===== config.mk =====
export PLATFORM = sky130hd
export DESIGN_NAME = mph_wb_ctrl
export DESIGN_NICKNAME = d
export VERILOG_FILES = /design/src/rtl/mph_ctrl_pkg.sv /design/src/rtl/mph_reset_stretch.sv /design/src/rtl/mph_wb_ctrl.sv
export SDC_FILE = /design/constraint.sdc
export NUM_CORES = 1
export LEC_CHECK = 0
export BUFFER_PORTS_ARGS = -buffer_cell sky130_fd_sc_hd__buf_2
export CAP_MARGIN = 5
export CORE_ASPECT_RATIO = 1.25
export CORE_MARGIN = 10
export CORE_UTILIZATION = 51
export CTS_CLUSTER_DIAMETER = 60
export DETAILED_ROUTE_END_ITERATION = 7
export GPL_TIMING_DRIVEN = 0
export HOLD_SLACK_MARGIN = 0.1
export PLACE_DENSITY = 0.9
export REMOVE_ABC_BUFFERS = 1
export SKIP_CTS_REPAIR_TIMING = 1
export SYNTH_ARGS = -nofsm -noshare
export SYNTH_HDL_FRONTEND = slang
export SYNTH_SLANG_ARGS = --single-unit

===== constraint.sdc =====
create_clock -name wb_clk_i -period 4.61 [get_ports wb_clk_i]
set_input_delay 1.383 -clock wb_clk_i [delete_from_list [all_inputs] [get_ports wb_clk_i]]
set_output_delay 1.383 -clock wb_clk_i [all_outputs]
set_load 0.02 [all_outputs]

===== src/rtl/mph_ctrl_pkg.sv =====
//------------------------------------------------------------------------------
// Module   : mph_ctrl_pkg
// Brief    : Register map, field positions and offset decode shared by the
//            multi-project harness Wishbone controller.
//            Optional feature macro: SCRATCH_REG_EN (adds SCRATCH at 0x10).
// Revision : 1.0 - initial release
//------------------------------------------------------------------------------
`default_nettype none

package mph_ctrl_pkg;

  // Word-aligned register offsets within the 256-byte slave window
  localparam logic [7:0] OFS_ACTIVE  = 8'h00;
  localparam logic [7:0] OFS_CTRL    = 8'h04;
  localparam logic [7:0] OFS_COMPARE = 8'h08;
  localparam logic [7:0] OFS_STATUS  = 8'h0C;
  localparam logic [7:0] OFS_SCRATCH = 8'h10;

  // CTRL bit positions
  localparam int CTRL_HOLD_BIT  = 0;
  localparam int CTRL_CLKEN_BIT = 1;

  // STATUS field positions
  localparam int STAT_RST_BIT    = 0;
  localparam int STAT_ACTIVE_LSB = 4;
  localparam int STAT_CNT_LSB    = 8;

  typedef enum logic [2:0] {
    REG_ACTIVE,
    REG_CTRL,
    REG_COMPARE,
    REG_STATUS,
    REG_SCRATCH,
    REG_NONE
  } reg_e;

  // Map a word index (byte offset bits [7:2]) onto a register
  function automatic reg_e decode_word(input logic [5:0] word);
    reg_e r;
    r = REG_NONE;
    case (word)
      OFS_ACTIVE[7:2]:  r = REG_ACTIVE;
      OFS_CTRL[7:2]:    r = REG_CTRL;
      OFS_COMPARE[7:2]: r = REG_COMPARE;
      OFS_STATUS[7:2]:  r = REG_STATUS;
`ifdef SCRATCH_REG_EN
      OFS_SCRATCH[7:2]: r = REG_SCRATCH;
`endif
      default:          r = REG_NONE;
    endcase
    return r;
  endfunction

endpackage

`default_nettype wire


===== src/rtl/mph_reset_stretch.sv =====
//------------------------------------------------------------------------------
// Module   : mph_reset_stretch
// Brief    : 8-bit load/decrement counter that stretches the project reset.
//            Loads RST_CYCLES on load (and out of reset), counts down to 0
//            and saturates there; busy is high while the count is non-zero.
// Revision : 1.0 - initial release
//------------------------------------------------------------------------------
`default_nettype none

module mph_reset_stretch #(
  parameter int RST_CYCLES = 4
) (
  input  logic       clk,
  input  logic       rst_n,
  input  logic       load,
  output logic       busy,
  output logic [7:0] cnt
);

  localparam logic [7:0] RELOAD = 8'(RST_CYCLES);

  logic [7:0] cnt_d;
  logic [7:0] cnt_q;

  // Next count: reload wins over decrement; hold at zero once expired
  always_comb begin
    cnt_d = cnt_q;
    if (load) begin
      cnt_d = RELOAD;
    end else if (cnt_q != 8'd0) begin
      cnt_d = cnt_q - 8'd1;
    end
  end

  // Count register; reset value keeps the project in reset after release
  always_ff @(posedge clk or negedge rst_n) begin
    if (!rst_n) begin
      cnt_q <= RELOAD;
    end else begin
      cnt_q <= cnt_d;
    end
  end

  assign cnt  = cnt_q;
  assign busy = (cnt_q != 8'd0);

endmodule

`default_nettype wire


===== src/rtl/mph_wb_ctrl.sv =====
//------------------------------------------------------------------------------
// Module   : mph_wb_ctrl
// Brief    : Wishbone register slave in front of the multi-project harness.
//            Drives active-project select, one-hot update strobes, shared
//            compare bus, clock enable and a stretched project reset.
//            Optional feature macro: SCRATCH_REG_EN (32-bit SCRATCH at 0x10).
// Revision : 1.0 - initial release
//------------------------------------------------------------------------------
`default_nettype none

module mph_wb_ctrl
  import mph_ctrl_pkg::*;
#(
  parameter int          NUM_PROJECTS = 8,
  parameter logic [31:0] BASE_ADDR    = 32'h3000_0000,
  parameter int          COMPARE_W    = 24,
  parameter int          RST_CYCLES   = 4,
  localparam int         SEL_W        = $clog2(NUM_PROJECTS)
) (
  input  logic                    wb_clk_i,
  input  logic                    wb_rst_n_i,
  input  logic                    wbs_stb_i,
  input  logic                    wbs_cyc_i,
  input  logic                    wbs_we_i,
  input  logic [3:0]              wbs_sel_i,
  input  logic [31:0]             wbs_adr_i,
  input  logic [31:0]             wbs_dat_i,
  output logic                    wbs_ack_o,
  output logic [31:0]             wbs_dat_o,
  output logic [SEL_W-1:0]        proj_sel_o,
  output logic                    proj_clk_en_o,
  output logic                    proj_reset_o,
  output logic [NUM_PROJECTS-1:0] proj_wb_update_o,
  output logic [COMPARE_W-1:0]    compare_o
);

  localparam logic [4:0]              NUM_P   = 5'(NUM_PROJECTS);
  localparam logic [NUM_PROJECTS-1:0] UPD_ONE = NUM_PROJECTS'(1);

  logic                    ack_d,     ack_q;
  logic [31:0]             dat_d,     dat_q;
  logic [SEL_W-1:0]        sel_d,     sel_q;
  logic                    hold_d,    hold_q;
  logic                    clk_en_d,  clk_en_q;
  logic [COMPARE_W-1:0]    compare_d, compare_q;
  logic [NUM_PROJECTS-1:0] upd_d,     upd_q;
`ifdef SCRATCH_REG_EN
  logic [31:0]             scratch_d, scratch_q;
`endif

  logic       w_hit;
  logic       w_accept;
  logic       w_wr;
  logic       w_rd;
  logic       w_reload;
  logic       w_busy;
  logic [7:0] w_cnt;
  logic [3:0] w_active4;
  logic [31:0] w_status;
  reg_e       w_reg;
  logic       w_unused;

  // Address decode and single-cycle handshake qualification
  always_comb begin
    w_hit    = wbs_stb_i & wbs_cyc_i & (wbs_adr_i[31:8] == BASE_ADDR[31:8]);
    w_accept = w_hit & ~ack_q;
    w_wr     = w_accept & wbs_we_i;
    w_rd     = w_accept & ~wbs_we_i;
    w_reg    = decode_word(wbs_adr_i[7:2]);
  end

  // Read-only STATUS image built from live state
  always_comb begin
    w_active4 = 4'(sel_q);
    w_status  = '0;
    w_status[STAT_RST_BIT]                  = proj_reset_o;
    w_status[STAT_ACTIVE_LSB +: 4]          = w_active4;
    w_status[STAT_CNT_LSB +: 8]             = w_cnt;
  end

  // Register writes, update strobe, reload request and read-data mux
  always_comb begin
    ack_d     = w_accept;
    dat_d     = '0;
    sel_d     = sel_q;
    hold_d    = hold_q;
    clk_en_d  = clk_en_q;
    compare_d = compare_q;
    upd_d     = '0;
    w_reload  = 1'b0;
`ifdef SCRATCH_REG_EN
    scratch_d = scratch_q;
`endif

    if (w_wr) begin
      case (w_reg)
        REG_ACTIVE: begin
          if (wbs_sel_i[0] && ({1'b0, wbs_dat_i[3:0]} < NUM_P) &&
              (wbs_dat_i[SEL_W-1:0] != sel_q)) begin
            sel_d    = wbs_dat_i[SEL_W-1:0];
            w_reload = 1'b1;
          end
        end
        REG_CTRL: begin
          if (wbs_sel_i[0]) begin
            hold_d   = wbs_dat_i[CTRL_HOLD_BIT];
            clk_en_d = wbs_dat_i[CTRL_CLKEN_BIT];
            w_reload = wbs_dat_i[CTRL_HOLD_BIT];
          end
        end
        REG_COMPARE: begin
          for (int i = 0; i < COMPARE_W; i++) begin
            if (wbs_sel_i[i/8]) begin
              compare_d[i] = wbs_dat_i[i];
            end
          end
        end
`ifdef SCRATCH_REG_EN
        REG_SCRATCH: begin
          for (int b = 0; b < 4; b++) begin
            if (wbs_sel_i[b]) begin
              scratch_d[b*8 +: 8] = wbs_dat_i[b*8 +: 8];
            end
          end
        end
`endif
        default: ;
      endcase
      // Strobe follows the select as it will be seen alongside the ack
      upd_d = UPD_ONE << sel_d;
    end

    if (w_rd) begin
      case (w_reg)
        REG_ACTIVE:  dat_d = 32'(sel_q);
        REG_CTRL: begin
          dat_d[CTRL_HOLD_BIT]  = hold_q;
          dat_d[CTRL_CLKEN_BIT] = clk_en_q;
        end
        REG_COMPARE: dat_d = 32'(compare_q);
        REG_STATUS:  dat_d = w_status;
`ifdef SCRATCH_REG_EN
        REG_SCRATCH: dat_d = scratch_q;
`endif
        default:     dat_d = '0;
      endcase
    end
  end

  // Register bank; async reset aborts any transfer in flight
  always_ff @(posedge wb_clk_i or negedge wb_rst_n_i) begin
    if (!wb_rst_n_i) begin
      ack_q     <= 1'b0;
      dat_q     <= '0;
      sel_q     <= '0;
      hold_q    <= 1'b0;
      clk_en_q  <= 1'b0;
      compare_q <= '0;
      upd_q     <= '0;
`ifdef SCRATCH_REG_EN
      scratch_q <= '0;
`endif
    end else begin
      ack_q     <= ack_d;
      dat_q     <= dat_d;
      sel_q     <= sel_d;
      hold_q    <= hold_d;
      clk_en_q  <= clk_en_d;
      compare_q <= compare_d;
      upd_q     <= upd_d;
`ifdef SCRATCH_REG_EN
      scratch_q <= scratch_d;
`endif
    end
  end

  // While hold_reset is set the counter is kept loaded, so releasing hold
  // still yields a full RST_CYCLES tail of reset.
  mph_reset_stretch #(
    .RST_CYCLES (RST_CYCLES)
  ) u_stretch (
    .clk   (wb_clk_i),
    .rst_n (wb_rst_n_i),
    .load  (w_reload | hold_q),
    .busy  (w_busy),
    .cnt   (w_cnt)
  );

  assign wbs_ack_o        = ack_q;
  assign wbs_dat_o        = dat_q;
  assign proj_sel_o       = sel_q;
  assign proj_clk_en_o    = clk_en_q;
  assign proj_reset_o     = hold_q | w_busy;
  assign proj_wb_update_o = upd_q;
  assign compare_o        = compare_q;

  // Byte-lane and address bits that some configurations do not consume
  assign w_unused = &{1'b0, wbs_adr_i[1:0], wbs_dat_i, wbs_sel_i};

endmodule

`default_nettype wire


==> flow_summary.json, run 1 <==
{
  "synth-seq-cells": 70,
  "final_nets": 470,
  "synth-xor-area-share_pct": 0.8146,
  "cts.htree.levels": 3,
  "required_ns": 3.23,
  "critPathKind": "flip-flop to output port",
  "cp_num_buf_inv": 2,
  "start_util_pct": 52.31,
  "post-place-ws_ns": 0.7327,
  "insertion_delay_ns": 0.35,
  "worst_pin_slew_ns": 1.291,
  "fin_skew_ns": 0.008401,
  "layout_common_cells": "122 x buf_2, 69 x dfrtp_1, 29 x mux2_2",
  "timing.final.ws_setup_ns": 0.7946,
  "endpoint_kind": "output port",
  "cts-root-buf": "clkbuf_8",
  "synth_compound_area_share_pct": 7.525,
  "layout_commonest_cell": "buf_2",
  "finalSetupTns_ns": 0,
  "hold_path_class": "flip-flop to flip-flop",
  "dr.first_iter.drc_count": 193,
  "cp_max_fo": 7,
  "clkTransAtPathRegs_ns": 0.08,
  "setup_viol": 0,
  "yosysWarnings": 0,
  "finalHoldViolCount": 0,
  "critical_path_arrival_ns": 2.43,
  "crit_family": "simple AND/OR/NAND/NOR gates",
  "period_share_pct": 82.76,
  "drive_gt1_share_pct": 44.39,
  "worstPathCellList": "inv_1, ha_1, or4b_2, or3_1, buf_2",
  "first_pass_iters": 4,
  "cts_tree": "yes",
  "die_h_um": 108.9,
  "synthAdderAreaFrac_pct": 0.3879,
  "synth_edf_count": 0,
  "synthMuxAreaShare_pct": 13.30,
  "io-pin-count": 143,
  "regArea_mm2": 0.001753,
  "grt_usage_pct": 17.71,
  "cts.path.max_buffers": 2,
  "clkSinkCount": 70,
  "seq_area_frac_synth_pct": 54.34,
  "rsz0062_at_grt": "no",
  "worstSetupStartpointType": "flip-flop",
  "wl_per_cell_um": 18.13,
  "grt_pass1_vias": 2785,
  "vias": 2691,
  "grt_max_degree": 71,
  "viasPerCell": 5.537,
  "critPathMaxStageDelay_ns": 0.69,
  "cpMaxStageDelayCell": "or4b_2",
  "peakVddDrop_mv": 0.2265,
  "power_density_mw_per_mm2": 289.1,
  "synth-simple-area-share_pct": 19.86,
  "status": "finished, final reports clean",
  "synthCells": 273,
  "antenna_cells": 0,
  "leakagePower_nw": 2.142,
  "gp_congestion": 0.9365,
  "drv_slew": 0,
  "fmax_mhz": 262.1,
  "ys_types": 46,
  "relSlewSlack_pct": 13.16,
  "hpwlAfterDp_um": 6819,
  "grt_pass1_wl_um": 14200,
  "ys.flop_type": "dfrtp_1",
  "grt.overflow.total": 0,
  "drc": 0,
  "syn2layout_area_growth_pct": 26.49,
  "fin_area_mm2": 0.004080,
  "multiInputGateArea_mm2": 0.001381,
  "cts_buffers": 9,
  "core_region_area_mm2": 0.006166,
  "postRouteAntennaNets": 0,
  "max-cap-violations": 0,
  "synth_top_family_by_area": "simple AND/OR/NAND/NOR gates",
  "syn_avg_cell_area_um2": 11.82,
  "dieArea_mm2": 0.009925,
  "io_buffers": 123,
  "fin_crit_ns": 3.815,
  "rows": 32,
  "wl_um": 8812,
  "place_area_mm2": 0.003877,
  "die_w_um": 91.13,
  "netlist_area_mm2": 0.003226,
  "fillers": 484,
  "async_reset_ff_share_pct": 100.0,
  "power_mw": 1.180,
  "grt_antenna_before_repair": 0
}
## worst paths after layout
check | start | slack, ns | endpoint | cells after the start
max in group asynchronous | wb_rst_n_i | 2.92 | proj_wb_update_o[3] | 1
setup / recovery | u_stretch.cnt[0] | 0.79 | proj_reset_o | 5
setup reg to reg | u_stretch.cnt[0] | 2.06 | u_stretch.cnt[6] | 6
hold reg to reg | compare_o[18] | 0.51 | wbs_dat_o[18] | 1
hold / removal | compare_o[18] | 0.51 | wbs_dat_o[18] | 1
min in group asynchronous | wb_rst_n_i | 1.12 | compare_o[22] | 1
## synthesized netlist by cell type (2+ instances only)
cell type / number / share of area [%]
nand4_1: 3 / 0.58
a31oi_1: 2 / 0.39
xnor2_1: 2 / 0.54
and2_1: 10 / 1.9
clkbuf_1: 9 / 1.0
nor4bb_1: 4 / 1.2
mux2_2: 29 / 10
nand2b_1: 3 / 0.58
buf_4: 8 / 1.9
and3_1: 10 / 1.9
a211oi_1: 5 / 1.2
or3_1: 3 / 0.58
a21oi_1: 6 / 0.93
a22oi_1: 11 / 2.6
and4_1: 2 / 0.54
inv_1: 5 / 0.58
nor4b_1: 2 / 0.54
nor4_4: 3 / 2.0
nand3_1: 4 / 0.62
or4b_2: 2 / 0.62
nor4_1: 11 / 2.1
nor2b_1: 3 / 0.58
nor3_1: 6 / 0.93
dfrtp_1: 69 / 54
mux2i_1: 8 / 2.5
mux2_1: 2 / 0.70
o21ai_0: 3 / 0.47
nor2_1: 21 / 2.4
nand2_1: 10 / 1.2
## cells by family after synthesis
| group | after synthesis |
|---|---|
| buf+inv | 23 |
| mux | 39 |
| compound gates | 35 |
| simple gates | 101 |
| fa+ha+maj | 1 |
| xor+xnor | 3 |
| flops | 70 |
| other cells | 1 |
## worst reg2reg max path, cell delays in order (launching register included)
cell	delay, ns
dfrtp_1	0.44
inv_1	0.10
ha_1	0.23
or4b_2	0.70
or4b_2	0.67
a21o_1	0.20
a21oi_1	0.13
## metrics by stage
stage | utilization [%] | hold WS, ns | cells
5_1_grt | 66.17 | 0.5317 | 486
3_3_place_gp | 62.85 | 0.4744 | 470
6_report | 66.17 | 0.5113 | 486
2_1_floorplan | - | 0.5489 | 262
4_1_cts | 66.17 | 0.5167 | 486
3_5_place_dp | 62.89 | 0.4904 | 470
## where the power goes
| group | total, mW | switching (mW) | internal [mW] |
|---|---|---|---|
| Combinational | 0.0663 | 0.0407 | 0.0256 |
| Sequential | 0.614 | 0.00000146 | 0.614 |
| Clock | 0.500 | 0.244 | 0.256 |
## registers in the layout, indices dropped and copies added, names as in the netlist
signal	cells
compare_o	24
wbs_dat_o	24
proj_wb_update_o	8
u_stretch.cnt	8
proj_sel_o	3
hold_q	1
proj_clk_en_o	1
wbs_ack_o	1
## area by class of cell
cell class / instances / share of cell area (%)
flip-flops and latches: 70 / 42.96
repair buffers: 123 / 15.15
inverters: 5 / 0.4600
well taps: 85 / 2.607
clock buffers: 9 / 3.036
multi-input cells: 187 / 33.85
clock inverters: 7 / 1.932
## metal layers
layer,GRT usage [%],routed length (µm),vias to the layer above
met5,0,0,-
met4,7.623,172,0
met3,4.952,509,13
met2,31.86,4831,105
met1,19.21,3298,1332
li1,-,-,1241
Note: power is estimated with default switching activity, not from simulation.
==> run 2: changes to the inputs <==
- CORE_UTILIZATION: 51 -> 43
- PLACE_DENSITY: 0.9 -> 0.82
- clock period: 4.61 -> 3.4 ns (I/O delays scaled with it)
==> run 2 against run 1 <==
  * Highest routed layer is now met5
  * Core utilization down 11 points
  * Clock-buffer cell count up 1
  * Setup slack worse by 0.57 ns
  * Critical path depth unchanged
  * Combinational power up 35%
  * Die area up 15%
  * Global-route usage down 2.8 points
  * Largest power group unchanged
  * Routed wire length down 0.27%
  * Power up 23%
  * Largest cell class unchanged
  * Sequential power up 36%
==> flow_summary.json, run 2 (synthesized netlist as in run 1, its figures left out) <==
{
  "power_density_mw_per_mm2": 358.9,
  "grt.overflow.total": 0,
  "worst_pin_slew_ns": 1.223,
  "syn2layout_area_growth_pct": 25.25,
  "grt_pass1_wl_um": 13720,
  "utilization_pct": 54.92,
  "worstSetupStartpointType": "flip-flop",
  "peakVddDrop_mv": 0.1749,
  "vias": 2603,
  "critical_path_arrival_ns": 2.15,
  "drc": 0,
  "die_h_um": 116.8,
  "wl_per_cell_um": 17.86,
  "layout_commonest_cell": "buf_2",
  "critPathKind": "flip-flop to output port",
  "drv_slew": 0,
  "wl_um": 8788,
  "required_ns": 2.38,
  "die_w_um": 97.47,
  "fin_hold_ws_ns": 0.5065,
  "leakagePower_nw": 2.121,
  "grt_usage_pct": 14.91,
  "clkSinkCount": 70,
  "dieArea_mm2": 0.01139,
  "gp_congestion": 0.8386,
  "rsz0062_at_grt": "no",
  "hpwlAfterDp_um": 6892,
  "multiInputGateArea_mm2": 0.001385,
  "relSlewSlack_pct": 17.82,
  "viasPerCell": 5.291,
  "cts_tree": "yes",
  "fmax_mhz": 315.2,
  "hold_path_class": "flip-flop to flip-flop",
  "core_region_area_mm2": 0.007357,
  "max-cap-violations": 0,
  "grt_antenna_before_repair": 1,
  "io_buffers": 123,
  "wl_met3_um": 769,
  "wl_met1_um": 3342,
  "fin_skew_ns": 0.005492,
  "io-pin-count": 143,
  "first_pass_iters": 4,
  "cts.path.max_buffers": 2,
  "finalHoldViolCount": 0,
  "drive_gt1_share_pct": 43.86,
  "cp_max_fo": 7,
  "insertion_delay_ns": 0.34,
  "grt_max_degree": 71,
  "final_cells": 492,
  "dr.first_iter.drc_count": 103,
  "period_share_pct": 93.32,
  "dr_wl_met2_um": 4468,
  "finalSetupTns_ns": 0,
  "cts_buffers": 9,
  "cts-root-buf": "clkbuf_8",
  "start_util_pct": 43.84,
  "layout_common_cells": "122 x buf_2, 69 x dfrtp_1, 29 x mux2_2",
  "grt_pass1_vias": 2740,
  "endpoint_kind": "output port",
  "fillers": 644,
  "dp.cells": 477,
  "status": "finished, final reports clean",
  "cts.htree.levels": 3,
  "rows": 35,
  "routed.top_layer": "met5",
  "postRouteAntennaNets": 0,
  "clkTransAtPathRegs_ns": 0.07,
  "regArea_mm2": 0.001753,
  "fin_crit_ns": 3.173,
  "setup_viol": 0,
  "final_nets": 471
}
## run 2: worst paths after layout
kind                               endpoint  cells past startpoint        startpoint  slack (ns)
min                           wbs_dat_o[19]                      1     compare_o[19]        0.51
min in group asynchronous      wbs_dat_o[9]                      1        wb_rst_n_i        0.79
max reg2reg                u_stretch.cnt[6]                      6  u_stretch.cnt[0]        1.12
max in group asynchronous     compare_o[18]                      1        wb_rst_n_i        2.07
min reg2reg                   wbs_dat_o[19]                      1     compare_o[19]        0.51
max                            proj_reset_o                      5  u_stretch.cnt[0]        0.23
## run 2: worst max-delay path, stage by stage (launching register included)
cell and delay, ns:
dfrtp_1 0.42, inv_1 0.09, ha_1 0.22, or4b_4 0.52, or3_1 0.38, buf_2 0.18
## run 2: metrics by stage
stage	cell area (µm²)	setup slack [ns]	power [mW]
final	4040	0.2271	1.450
after global routing	4038	0.1242	1.502
after CTS	4029	0.05334	1.462
after detailed placement	3886	-0.2098	0.9384
after global placement	3884	-0.1279	0.9352
after floorplan	3153	0.3653	0.8743
## run 2: area by class of cell
| class | instances | area share (%) |
|---|---|---|
| Antenna cell | 1 | 0.06194 |
| Clock buffer | 10 | 3.159 |
| Clock inverter | 3 | 0.3716 |
| Inverter | 5 | 0.4645 |
| Multi-Input combinational cell | 187 | 34.28 |
| Sequential cell | 70 | 43.39 |
| Tap cell | 92 | 2.849 |
| Timing Repair Buffer | 124 | 15.42 |
## run 2: metal layers
metal  up-vias  track usage [%]
met4         2            8.350
met5         -                0
met2        91            25.28
met1      1258            15.88
met3        17            5.520
li1       1235                -
## run 2: power by group
group          total (mW)  internal, mW  switching (mW)
Combinational      0.0896        0.0347          0.0549
Clock               0.528         0.249           0.279
Sequential          0.833         0.833      0.00000212
